<file path="src/rtl/panel_pkg.sv">
// Shared definitions for the front-panel sequencer: FSM states, command codes,
// switch bit positions inside sw_n, and the press-priority encoder.
package panel_pkg;

  typedef enum logic [1:0] {
    ST_IDLE,
    ST_EXEC,
    ST_WAIT_ACK,
    ST_HOLD
  } state_t;

  typedef enum logic [2:0] {
    CMD_NONE,
    CMD_CLEAR,
    CMD_ALOAD,
    CMD_EXTD,
    CMD_DEP,
    CMD_EXAM,
    CMD_CONT
  } cmd_t;

  // Bit positions in sw_n = {clearn, addr_loadn, extd_addrn, depn, examn, contn, haltn}
  localparam int unsigned SW_HALT  = 0;
  localparam int unsigned SW_CONT  = 1;
  localparam int unsigned SW_EXAM  = 2;
  localparam int unsigned SW_DEP   = 3;
  localparam int unsigned SW_EXTD  = 4;
  localparam int unsigned SW_ALOAD = 5;
  localparam int unsigned SW_CLEAR = 6;
  localparam int unsigned NUM_SW   = 7;

  // Exactly one command wins when several presses debounce in the same cycle.
  function automatic cmd_t pick_cmd(input logic [SW_CLEAR:SW_CONT] press);
    if (press[SW_CLEAR])      return CMD_CLEAR;
    else if (press[SW_ALOAD]) return CMD_ALOAD;
    else if (press[SW_EXTD])  return CMD_EXTD;
    else if (press[SW_DEP])   return CMD_DEP;
    else if (press[SW_EXAM])  return CMD_EXAM;
    else if (press[SW_CONT])  return CMD_CONT;
    return CMD_NONE;
  endfunction

endpackage

</file>
<file path="src/rtl/panel_if.sv">
// Memory port between the panel sequencer (master) and the memory system (slave).
interface panel_if;
  logic        mem_req;
  logic        mem_we;
  logic [14:0] mem_addr;
  logic [11:0] mem_wdata;
  logic        mem_ack;
  logic [11:0] mem_rdata;

  modport master (
    output mem_req, mem_we, mem_addr, mem_wdata,
    input  mem_ack, mem_rdata
  );

  modport slave (
    input  mem_req, mem_we, mem_addr, mem_wdata,
    output mem_ack, mem_rdata
  );
endinterface

</file>
<file path="src/rtl/panel_debounce.sv">
// One panel switch: 2-flop synchronizer followed by a stability counter.
// level is active-high (1 = pressed) and resets to released.
module panel_debounce #(
  parameter logic [15:0] DEBOUNCE_CYCLES = 16'd50000
) (
  input  logic clk,
  input  logic resetn,
  input  logic sw_n,
  output logic level
);

  logic [1:0]  sync;
  logic [15:0] cnt;

  always_ff @(posedge clk or negedge resetn) begin
    if (!resetn) begin
      sync  <= '0;
      cnt   <= '0;
      level <= 1'b0;
    end else begin
      sync <= {sync[0], ~sw_n};
      // Any cycle agreeing with the current level restarts the count.
      if (sync[1] != level) begin
        if (cnt == DEBOUNCE_CYCLES - 16'd1) begin
          level <= sync[1];
          cnt   <= '0;
        end else begin
          cnt <= cnt + 16'd1;
        end
      end else begin
        cnt <= '0;
      end
    end
  end

endmodule

</file>
<file path="src/rtl/panel_sequencer.sv">
// Front-panel command sequencer: debounces the panel switches and turns presses
// into CPU pulses, address loads and memory accesses. Option: PANEL_AUTOINC_EN.
module panel_sequencer
  import panel_pkg::*;
#(
  parameter logic [15:0] DEBOUNCE_CYCLES = 16'd50000
) (
  input  logic           clk,
  input  logic           resetn,
  input  logic [6:0]     sw_n,
  input  logic [11:0]    sr,
  input  logic           cpu_halted,
  panel_if.master        mem,
  output logic [11:0]    exam_data,
  output logic           cpu_clear,
  output logic           cpu_cont,
  output logic           halt_req
);

  logic [NUM_SW-1:0]        sw_lvl;
  logic [SW_CLEAR:SW_CONT]  lvl_q;
  logic [SW_CLEAR:SW_CONT]  press;
  state_t                   state, state_nx;
  cmd_t                     cmd_q;
  logic [11:0]              sr_q;
  logic [14:0]              pa;
  logic                     accept;
  logic                     ack_done;

  for (genvar i = 0; i < NUM_SW; i++) begin : g_db
    panel_debounce #(
      .DEBOUNCE_CYCLES(DEBOUNCE_CYCLES)
    ) u_db (
      .clk   (clk),
      .resetn(resetn),
      .sw_n  (sw_n[i]),
      .level (sw_lvl[i])
    );
  end

  assign press    = sw_lvl[SW_CLEAR:SW_CONT] & ~lvl_q;
  assign halt_req = sw_lvl[SW_HALT];

  assign mem.mem_addr  = pa;
  assign mem.mem_wdata = sr_q;

  always_ff @(posedge clk or negedge resetn) begin
    if (!resetn) begin
      state <= ST_IDLE;
      lvl_q <= '0;
    end else begin
      state <= state_nx;
      lvl_q <= sw_lvl[SW_CLEAR:SW_CONT];
    end
  end

  always_comb begin
    state_nx    = state;
    accept      = 1'b0;
    ack_done    = 1'b0;
    cpu_clear   = 1'b0;
    cpu_cont    = 1'b0;
    mem.mem_req = 1'b0;
    mem.mem_we  = 1'b0;
    unique case (state)
      ST_IDLE: begin
        // Presses seen while the CPU runs are dropped, never queued.
        if (cpu_halted && (|press)) begin
          accept   = 1'b1;
          state_nx = ST_EXEC;
        end
      end
      ST_EXEC: begin
        cpu_clear = (cmd_q == CMD_CLEAR);
        cpu_cont  = (cmd_q == CMD_CONT);
        if (cmd_q == CMD_DEP || cmd_q == CMD_EXAM) begin
          mem.mem_req = 1'b1;
          mem.mem_we  = (cmd_q == CMD_DEP);
          state_nx    = ST_WAIT_ACK;
        end else begin
          state_nx = ST_HOLD;
        end
      end
      ST_WAIT_ACK: begin
        mem.mem_req = 1'b1;
        mem.mem_we  = (cmd_q == CMD_DEP);
        if (mem.mem_ack) begin
          ack_done = 1'b1;
          state_nx = ST_HOLD;
        end
      end
      ST_HOLD: begin
        if (!(|sw_lvl[SW_CLEAR:SW_CONT])) state_nx = ST_IDLE;
      end
      default: state_nx = ST_IDLE;
    endcase
  end

  always_ff @(posedge clk or negedge resetn) begin
    if (!resetn) begin
      cmd_q     <= CMD_NONE;
      sr_q      <= '0;
      pa        <= '0;
      exam_data <= '0;
    end else begin
      if (accept) begin
        cmd_q <= pick_cmd(press);
        sr_q  <= sr;
      end
      if (state == ST_EXEC) begin
        if (cmd_q == CMD_ALOAD) pa[11:0]  <= sr_q;
        if (cmd_q == CMD_EXTD)  pa[14:12] <= sr_q[2:0];
      end
      if (ack_done) begin
        if (cmd_q == CMD_EXAM) exam_data <= mem.mem_rdata;
`ifdef PANEL_AUTOINC_EN
        pa[11:0] <= pa[11:0] + 12'd1;
`endif
      end
    end
  end

endmodule
</file>
<file path="src/flat_wrapper.sv">
// flat-port wrapper written by rule: the top's interface ports become plain ports
module panel_sequencer_flat import panel_pkg::*;
#(
  parameter logic [15:0] DEBOUNCE_CYCLES = 16'd50000
)
  (clk, resetn, sw_n, sr, cpu_halted, exam_data, cpu_clear, cpu_cont, halt_req, mem_mem_req, mem_mem_we, mem_mem_addr, mem_mem_wdata, mem_mem_ack, mem_mem_rdata);
  panel_if mem_i ();
  input  logic clk;
  input  logic resetn;
  input  logic [6:0] sw_n;
  input  logic [11:0] sr;
  input  logic cpu_halted;
  output logic [11:0] exam_data;
  output logic cpu_clear;
  output logic cpu_cont;
  output logic halt_req;
  output wire logic [$bits(mem_i.mem_req)-1:0] mem_mem_req;
  output wire logic [$bits(mem_i.mem_we)-1:0] mem_mem_we;
  output wire logic [$bits(mem_i.mem_addr)-1:0] mem_mem_addr;
  output wire logic [$bits(mem_i.mem_wdata)-1:0] mem_mem_wdata;
  input wire logic [$bits(mem_i.mem_ack)-1:0] mem_mem_ack;
  input wire logic [$bits(mem_i.mem_rdata)-1:0] mem_mem_rdata;
  assign mem_mem_req = mem_i.mem_req;
  assign mem_mem_we = mem_i.mem_we;
  assign mem_mem_addr = mem_i.mem_addr;
  assign mem_mem_wdata = mem_i.mem_wdata;
  assign mem_i.mem_ack = mem_mem_ack;
  assign mem_i.mem_rdata = mem_mem_rdata;
  panel_sequencer #(.DEBOUNCE_CYCLES(DEBOUNCE_CYCLES)) u_core (.clk(clk), .resetn(resetn), .sw_n(sw_n), .sr(sr), .cpu_halted(cpu_halted), .mem(mem_i), .exam_data(exam_data), .cpu_clear(cpu_clear), .cpu_cont(cpu_cont), .halt_req(halt_req));
endmodule
</file>
<file path="config.mk">
export PLATFORM = sky130hd
export DESIGN_NAME = panel_sequencer_flat
export DESIGN_NICKNAME = d
export VERILOG_FILES = /design/src/rtl/panel_pkg.sv /design/src/rtl/panel_if.sv /design/src/rtl/panel_debounce.sv /design/src/rtl/panel_sequencer.sv /design/src/flat_wrapper.sv
export SDC_FILE = /design/constraint.sdc
export NUM_CORES = 1
export LEC_CHECK = 0
export ABC_AREA = 1
export CORE_MARGIN = 4
export CORE_UTILIZATION = 35
export DETAILED_ROUTE_END_ITERATION = 6
export DONT_BUFFER_PORTS = 1
export PLACE_DENSITY_LB_ADDON = 0.12
export SKIP_LAST_GASP = 1
export SLEW_MARGIN = 15
export SYNTH_ARGS = -nofsm -noshare
export SYNTH_HDL_FRONTEND = slang
export SYNTH_SLANG_ARGS = --single-unit
export TNS_END_PERCENT = 50
</file>
<file path="constraint.sdc">
create_clock -name clk -period 3.26 [get_ports clk]
set_input_delay 0.652 -clock clk [delete_from_list [all_inputs] [get_ports clk]]
set_output_delay 0.652 -clock clk [all_outputs]
set_load 0.01 [all_outputs]
</file>
## Yosys cells after proc, flatten, opt, wreduce, memory -nomap -nowiden

Cells that the tools add are included.

| word-level totals | value |
|---|---|
| register bits after elaboration | 183 |

| cells by class | value |
|---|---|
| bitwise logic cells | 9 |
| mux-type cells | 43 |
| reduce and logical (&&, ||, !) cells | 16 |
| add/subtract/negate cells | 7 |
| equal/unequal tests | 26 |

Operators by type and width:

| operator | number |
|---|---|
| 16-bit 2-to-1 mux | 14 |
| 16-bit by 1-bit adder with 16-bit output, second input constant | 7 |
| 16-bit == test, second input constant | 7 |
| 3-bit 2-to-1 mux | 7 |
| 2-bit AND reduction | 10 |
| 1-bit 2-to-1 mux | 16 |
| 6-bit OR reduction | 2 |
| 3-bit == test, second input constant | 3 |
| 2-bit case mux with 4 select lines | 1 |
| 1-bit != test | 7 |
| 1-bit NOT | 7 |
| 6-bit AND | 1 |
| 3-bit by 2-bit == test with 1-bit output, second input constant | 2 |
| 2-bit 2-to-1 mux | 3 |
| 6-bit NOT | 1 |
| 2-bit == test, second input constant | 2 |
| 2-bit != test, second input constant | 2 |
| 1-bit case mux with 2 select lines | 2 |
| 3-bit by 1-bit == test with 1-bit output, second input constant | 1 |
| 3-bit AND reduction | 1 |
| 2-bit by 1-bit == test with 1-bit output, second input constant | 1 |
| 2-bit zero test | 1 |
| 2-bit by 1-bit != test with 1-bit output, second input constant | 1 |
| 1-bit logical AND | 1 |
| 1-bit logical OR | 1 |

## Depth between registers and ports, before layout

Gate-level depths: netlist of run 1.

| logic depth | value |
|---|---|
| depth in word-level cells | 10 |
| mapped depth | 10 |
| depth with buffers taken out | 10 |

## Modules after synthesis

A second synthesis of run 1 with hierarchy kept.

| unflattened totals | value |
|---|---|
| cell total of the unflattened synthesis | 1133 |
| area, all modules | 9486.6 um^2 |

By module, submodules not included:

| module | seq. area each (um^2) | cells an instance | instances | area an instance (um^2) |
|---|---|---|---|---|
| panel_debounce | 475.5 | 133 | 7 | 1039.7 |
| panel_sequencer | 1251.2 | 202 | 1 | 2208.4 |

## Least setup slack after synthesis of run 1

OpenSTA, ideal clock, no wires.

| path | value |
|---|---|
| path type | register to output |
| from | reg u_core.state[0] |
| to | out mem_mem_we |
| required time | 2.608 ns |
| arrival | 1.170 ns |
| stages on the path, launching flop included | 5 |
| setup slack | 1.438 ns |
| cell sequence | dfrtp_1 > inv_1 > ha_1 > nand3_1 > a211oi_1 |

| on the way | value |
|---|---|
| word-level cells in the longest chain between the ends | 2 |

RTL lines:

| what | line | RTL |
|---|---|---|
| start: declaration | panel_sequencer.sv:23 | `state_t state, state_nx;` |
| start signal: assignment | panel_sequencer.sv:52 | `state <= state_nx;` |
| 2-bit == test / 2-bit by 1-bit == test with 1-bit output (equally long branches) | panel_sequencer.sv:65 | `unique case (state)` |
| 1-bit case mux with 2 select lines (*) | panel_sequencer.sv:65 |  |
| end: declaration | flat_wrapper.sv:18 | `output wire logic [$bits(mem_i.mem_we)-1:0] mem_mem_we;` |

Mark *: on every way between the ends. The rest lies on a longest branch, timed or not.

## Final worst setup path of run 1

Same ends and word-level chain as after synthesis.

==> results_dict.tcl, run 1 <==
set metrics [dict create \
    cap_violations 0 \
    syn_area_per_cell_um2 8.44 \
    portBuffers 0 \
    layout_common_cells "nand2_1 (208), dfrtp_1 (183), nor2_1 (164)" \
    postCtsSetupBuffers 0 \
    worstPathArrival_ns 1.83 \
    cts-resized-gates 0 \
    clk_pin_slew_ns 0.08 \
    yosysSeqAreaShare_pct 51.6 \
    grt_max_degree 184 \
    synth_warnings 0 \
    worstMarginPinSlew_ns 0.666 \
    violations "hold timing" \
    powerDensity_nw_per_um2 451 \
    required_ns 2.61 \
    maxSlewViolCount 0 \
    vias 6432 \
    insertedDiodeCount 0 \
    grt_pass1_wl_um 30900 \
    clkSinkCount 183 \
    start_util_pct 36.0 \
    final_layout_size_suffix_gt1_share_pct 11.2 \
    netlist_instances 1051 \
    register_area_um2 4580 \
    drc 0 \
    status "finished, violations left" \
    relSlewSlack_pct 55.6 \
    synth_edf_count 0 \
    finalHoldViolCount 183 \
    io_pins 79 \
    synthFlopType "dfrtp_1" \
    syn2layout_area_growth_pct 10.0 \
    fin_hold_ws_ns -0.0776 \
    clock_path_buffers 2 \
    vias_per_cell 4.60 \
    totalWireLength_um 17500 \
    worst_skew_pair.late_latency_ns 0.42 \
    grt_overflow 0 \
    wl_met2_um 7940 \
    min_period_ns 2.48 \
    die_w_um 167 \
    highest_layer "met4" \
    fp.dieH_um 167 \
    setup.worst_path.start "u_core.state[0]$_DFFE_PN0P_" \
    multi_input_area_um2 3620 \
    die_area_um2 27900 \
    p_leak_uw 0.00439 \
    synth-seq-cells 183 \
    firstDrtPassIters 5 \
    syn_nets 1097 \
    nFillCells 2507 \
    fin_skew_ns 0.0121 \
    critPathKind "reg -> out" \
    min_path_type "in -> async" \
    core_area_um2 24600 \
    wl_per_cell_um 12.5 \
    rows 57 \
    ir_worst_vdd_v 0.000361 \
    antenna_found_initial 0 \
    finalSetupTns_ns 0 \
    synth_cell_types 33 \
    htreeDepth 4 \
    path_max_fanout 5 \
    dp_hpwl_um 12400 \
    r2r-start "u_core.state[0]$_DFFE_PN0P_" \
    gp_congestion 0.799 \
    p_total_uw 4400 \
    max_clock_freq_mhz 403 \
    min_period_over_period_pct 76.2 \
    setup_viol 0 \
    numCtsBuffers 17 \
    async_flop_share_pct 100 \
    layout_commonest_cell "nand2_1" \
    wl_met1_um 8760 \
    first_global_vias 6431 \
    start_kind "flop" \
    grt_util_all_layers_pct 13.0 \
    nets 1106 \
    rsz0062_at_grt "no" \
    drtIter0Drc 400 \
    dr_wl_met3_um 648 \
    synth_area_um2 8870 \
    cts_root_buf "clkbuf_16" \
    tritoncts "yes" \
    final_antenna_net_count 0 \
    end_kind "output pin" \
]
==> stage by stage <==
stage          setup WS, ns  std cells  area, um2  util, %  hold WS [ns]
2_1_floorplan          1.44       1051       8870        -         0.331
3_3_place_gp           1.28       1365       9190     37.3         0.332
3_5_place_dp           1.23       1365       9190     37.3         0.339
4_1_cts               0.765       1397       9760     39.7       -0.0970
5_1_grt               0.670       1397       9760     39.7        -0.109
6_report              0.777       1397       9760     39.7       -0.0776
==> worst paths after layout <==
path | end | slack, ns | cells past startpoint
setup / recovery | mem_mem_we | 0.78 | 4
hold / removal | u_core.g_db[0].u_db.cnt[8]$_DFF_PN0_ | -0.08 | 0
setup reg to reg | u_core.exam_data[7]$_DFFE_PN0P_ | 1.37 | 5
hold reg to reg | u_core.g_db[1].u_db.sync[1]$_DFF_PN0_ | 0.35 | 0
max in group asynchronous | u_core.mem.mem_addr[3]$_DFFE_PN0P_ | 3.04 | 0
min in group clk | u_core.g_db[5].u_db.sync[0]$_DFF_PN0_ | 0.28 | 1
==> synthesized netlist by cell type, types with 2 or more instances <==
master	n	area, um2
mux2_2	16	180
nand4_1	24	150
xor2_1	22	193
nor2_1	164	616
nand2_4	2	22.5
nand2_2	19	119
a21oi_1	27	135
dfrtp_1	183	4580
ha_1	11	138
o21ai_2	10	87.6
o21ai_1	6	30.0
nand3_1	60	300
xnor2_1	14	123
nor3_1	58	290
nor3_2	17	170
nor2_4	2	22.5
nor2_2	8	50.1
buf_12	2	40.0
o21ai_0	28	140
buf_2	6	30.0
inv_1	143	537
nand2_1	208	781
inv_2	11	41.3
==> layout make-up <==
class,instances,area share [%]
sequential,183,46.9
multi-input combinational,703,37.1
inverter,155,6.01
clock buffer,18,4.50
tap,324,4.15
clock inverter,14,1.35
==> sequential cells by signal, summed over array words and instances, names as in the netlist <==
signal	flops
u_core.cmd_q	3
u_core.exam_data	12
u_core.g_db.u_db.cnt	112
u_core.g_db.u_db.level	7
u_core.g_db.u_db.sync	14
u_core.lvl_q	6
u_core.mem.mem_addr	15
u_core.mem.mem_wdata	12
u_core.state	2
==> power by group <==
| part | internal (uW) | total [uW] | switching [uW] | leakage, uW |
|---|---|---|---|---|
| clock network | 1040 | 2010 | 973 | 0.000284 |
| logic | 24.6 | 72.5 | 47.9 | 0.00165 |
| registers | 2300 | 2320 | 19.0 | 0.00245 |
| total | 3360 | 4400 | 1040 | 0.00439 |
==> kinds of logic (layout without fill, tap and decap cells) <==
logic type | Yosys count | count (layout) | share of synthesized area (%)
buffers and inverters | 165 | 187 | 7.58
AOI/OAI and AO/OA | 75 | 75 | 4.76
muxes | 16 | 16 | 2.03
DFF | 183 | 183 | 51.6
adders and majority gates | 11 | 11 | 1.55
and+or+nand+nor | 564 | 564 | 28.7
xor gates and xnor gates | 37 | 37 | 3.74
==> routing by layer <==
layer	global-route usage (%)	vias to the layer above
met2	20.8	93
met4	2.86	0
met3	2.88	9
met1	18.1	2987
met5	0	-
li1	-	3343
==> worst max-delay path, stage by stage, from the launching register on <==
cell and delay (ns):
dfrtp_1 0.43, inv_1 0.10, ha_1 0.34, nand3_1 0.11, a211oi_1 0.45
(Power assumes the default switching activity.)
==> run 2: changes to the inputs <==
--- a/config.mk
+++ b/config.mk
@@ -5,7 +5,7 @@
 export SDC_FILE = /design/constraint.sdc
 export NUM_CORES = 1
 export LEC_CHECK = 0
-export ABC_AREA = 1
+export ABC_AREA = 0
 export CORE_MARGIN = 4
 export CORE_UTILIZATION = 35
 export DETAILED_ROUTE_END_ITERATION = 6
==> constraint.sdc (replaced) <==
create_clock -name clk -period 2.6 [get_ports clk]
set_input_delay 0.52 -clock clk [delete_from_list [all_inputs] [get_ports clk]]
set_output_delay 0.52 -clock clk [all_outputs]
set_load 0.01 [all_outputs]
==> run 2 against run 1 <==
  * The flow still finishes with violations (hold timing)
  * Clock-buffer cell count unchanged
  * Clock power is 28% higher
  * Die area down 5.1%
  * Largest power group unchanged
==> results_dict.tcl, run 2 <==
set metrics [dict create \
    status "finished, violations left" \
    violations "hold timing" \
    core_area_um2 23500 \
    clock_path_buffers 2 \
    end_kind "output pin" \
    synth_xor_xnor_area_share_pct 10.3 \
    setup_viol 0 \
    fin_skew_ns 0.0184 \
    synth_top_area_cell "dfrtp_1" \
    synth_compound_area_share_pct 2.77 \
    htreeDepth 4 \
    first_global_vias 5298 \
    final_antenna_net_count 0 \
    syn_nets 794 \
    die_w_um 163 \
    path_max_fanout 7 \
    rrSetupSlack_ns 0.68 \
    yosys.area_share.simple_pct 20.9 \
    postCtsSetupBuffers 0 \
    layout_common_cells "dfrtp_1 (183), nor2_1 (115), xnor2_1 (74)" \
    cts_root_buf "clkbuf_16" \
    synth_common_cells "dfrtp_1 (183), nor2_1 (115), xnor2_1 (74), mux2_2 (40), nand3_1 (38)" \
    cap_violations 0 \
    vias_per_cell 5.04 \
    start_util_pct 35.7 \
    async_flop_share_pct 100 \
    firstDrtPassIters 4 \
    netlist_instances 748 \
    synth_edf_count 0 \
    rows 56 \
    min_period_ns 2.34 \
    p_sw_share_pct 25.5 \
    clk_pin_slew_ns 0.08 \
    die_area_um2 26500 \
    layout_commonest_cell "dfrtp_1" \
    internal_power_uw 4590 \
    clkSinkCount 183 \
    synth_top_family_by_area "simple AND/OR/NAND/NOR gates" \
    clkPwrFrac_pct 41.9 \
    rsz0062_at_grt "no" \
    synth_top_area_share_pct 54.5 \
    cts-resized-gates 0 \
    synth-seq-cells 183 \
    nets 802 \
    tritoncts "yes" \
    dp_hpwl_um 10700 \
    synth_fa_ha_area_share_pct 1.64 \
    grt_max_degree 184 \
    yosysSeqAreaShare_pct 54.5 \
    p_leak_uw 0.00392 \
    regMostFlops "u_core.g_db.u_db.cnt" \
    instances_no_fill 1088 \
    portBuffers 0 \
    synth_area_um2 8400 \
    critPathKind "reg -> out" \
    finalHoldViolCount 183 \
    synth_cell_types 47 \
    maxSlewViolCount 0 \
    finalSetupTns_ns 0 \
    gp_congestion 0.803 \
    syn_area_per_cell_um2 11.2 \
    grt_overflow 0 \
    relSlewSlack_pct 50.6 \
    drc 0 \
    totalWireLength_um 15800 \
    min_path_type "in -> async" \
    synth.area.top_cells "dfrtp_1 (55%), xnor2_1 (7.7%), mux2_2 (5.4%)" \
    synth_most_common_cell "dfrtp_1" \
    ir_worst_vdd_v 0.000382 \
    min_period_over_period_pct 90.1 \
    worstMarginPinSlew_ns 0.731 \
    numCtsBuffers 17 \
    drtIter0Drc 291 \
    seq_power_share_pct 51.3 \
    grt_pass1_wl_um 26700 \
    powerDensity_nw_per_um2 662 \
    worstPathArrival_ns 1.82 \
    io_pins 79 \
    antenna_found_initial 1 \
    muxShareOfSynthArea_pct 7.15 \
    p_comb_share_pct 6.7 \
    final_layout_size_suffix_gt1_share_pct 12.6 \
    start_kind "flop" \
    fp.dieH_um 163 \
    largest_reg_flops 112 \
    p_sw_uw 1570 \
    required_ns 2.08 \
    fin_hold_ws_ns -0.229 \
    wl_per_cell_um 14.5 \
    max_clock_freq_mhz 427 \
    syn2layout_area_growth_pct 10.8 \
    synth_warnings 0 \
    placed_cells 1056 \
    synthFlopType "dfrtp_1" \
    vias 5486 \
    grt_util_all_layers_pct 12.4 \
    insertedDiodeCount 0 \
    worst_skew_pair.late_latency_ns 0.44 \
]
run 2: cell count changes after synthesis, moves of 17 or more:
cell,delta
o21ai_0,-23
nor3_1,-37
inv_1,-113
mux2_2,+24
xnor2_1,+60
nor2_1,-49
nor4_1,+36
nand3_1,-22
nor3_2,-17
a21oi_1,-20
nand2_1,-175
nand2_2,-19
run 2: per-layer routing:
metal  up-vias  track usage, %  share of wire, %
met2       113            19.6                47
met5         -               0             0.083
met3        20            3.04               4.2
met1      2714            16.6                47
li1       2637               -                 -
met4         2            4.27               1.5
run 2: stage by stage:
step / total power (uW) / setup slack, ns / util, % / area [um2]
floorplan: 3540 / 0.878 / - / 8400
global placement: 3610 / 0.709 / 37.0 / 8720
detailed placement: 3640 / 0.633 / 37.0 / 8720
CTS: 6260 / 0.236 / 39.5 / 9300
global route: 6450 / 0.0970 / 39.5 / 9300
finish: 6160 / 0.257 / 39.5 / 9300
run 2: area by class of cell:
class	instances	area [um2]
clock buffer	18	429
clock inverter	14	154
fill	2279	14200
inverter	30	113
multi-input combinational	519	3590
sequential	183	4580
tap	319	399
timing repair buffer	5	37.5
run 2: final timing paths:
check	startpoint	end	depth (start not counted)
min in group clk	sw_n[0]	u_core.g_db[0].u_db.sync[0]$_DFF_PN0_	1
max in group asynchronous	resetn	u_core.g_db[1].u_db.cnt[9]$_DFF_PN0_	0
hold reg to reg	u_core.g_db[3].u_db.sync[0]$_DFF_PN0_	u_core.g_db[3].u_db.sync[1]$_DFF_PN0_	0
hold / removal	resetn	u_core.g_db[6].u_db.cnt[10]$_DFF_PN0_	0
setup / recovery	u_core.state[1]$_DFFE_PN0P_	cpu_clear	3
setup reg to reg	u_core.state[0]$_DFFE_PN0P_	u_core.exam_data[11]$_DFFE_PN0P_	4
run 2: logic make-up after synthesis:
| group | count (synthesis) |
|---|---|
| XOR/XNOR | 99 |
| flip-flops | 183 |
| AO/OA/AOI/OAI | 25 |
| buffers and inverters | 46 |
| multiplexers | 51 |
| AND/OR/NAND/NOR | 333 |
| adder cells (fa/ha/maj) | 11 |
run 2: worst max-delay path, cell delays in order, from the launching register on:
cell and delay (ns):
dfrtp_1 0.42, inv_1 0.09, ha_1 0.25, nor4b_1 0.63
run 2: power groups by stage:
stage               clock network [uW]  logic (uW)  registers, uW
floorplan                            0         355           3180
global placement                     0         404           3210
detailed placement                   0         423           3220
CTS                               2680         422           3160
global route                      2800         467           3180
finish                            2580         415           3160
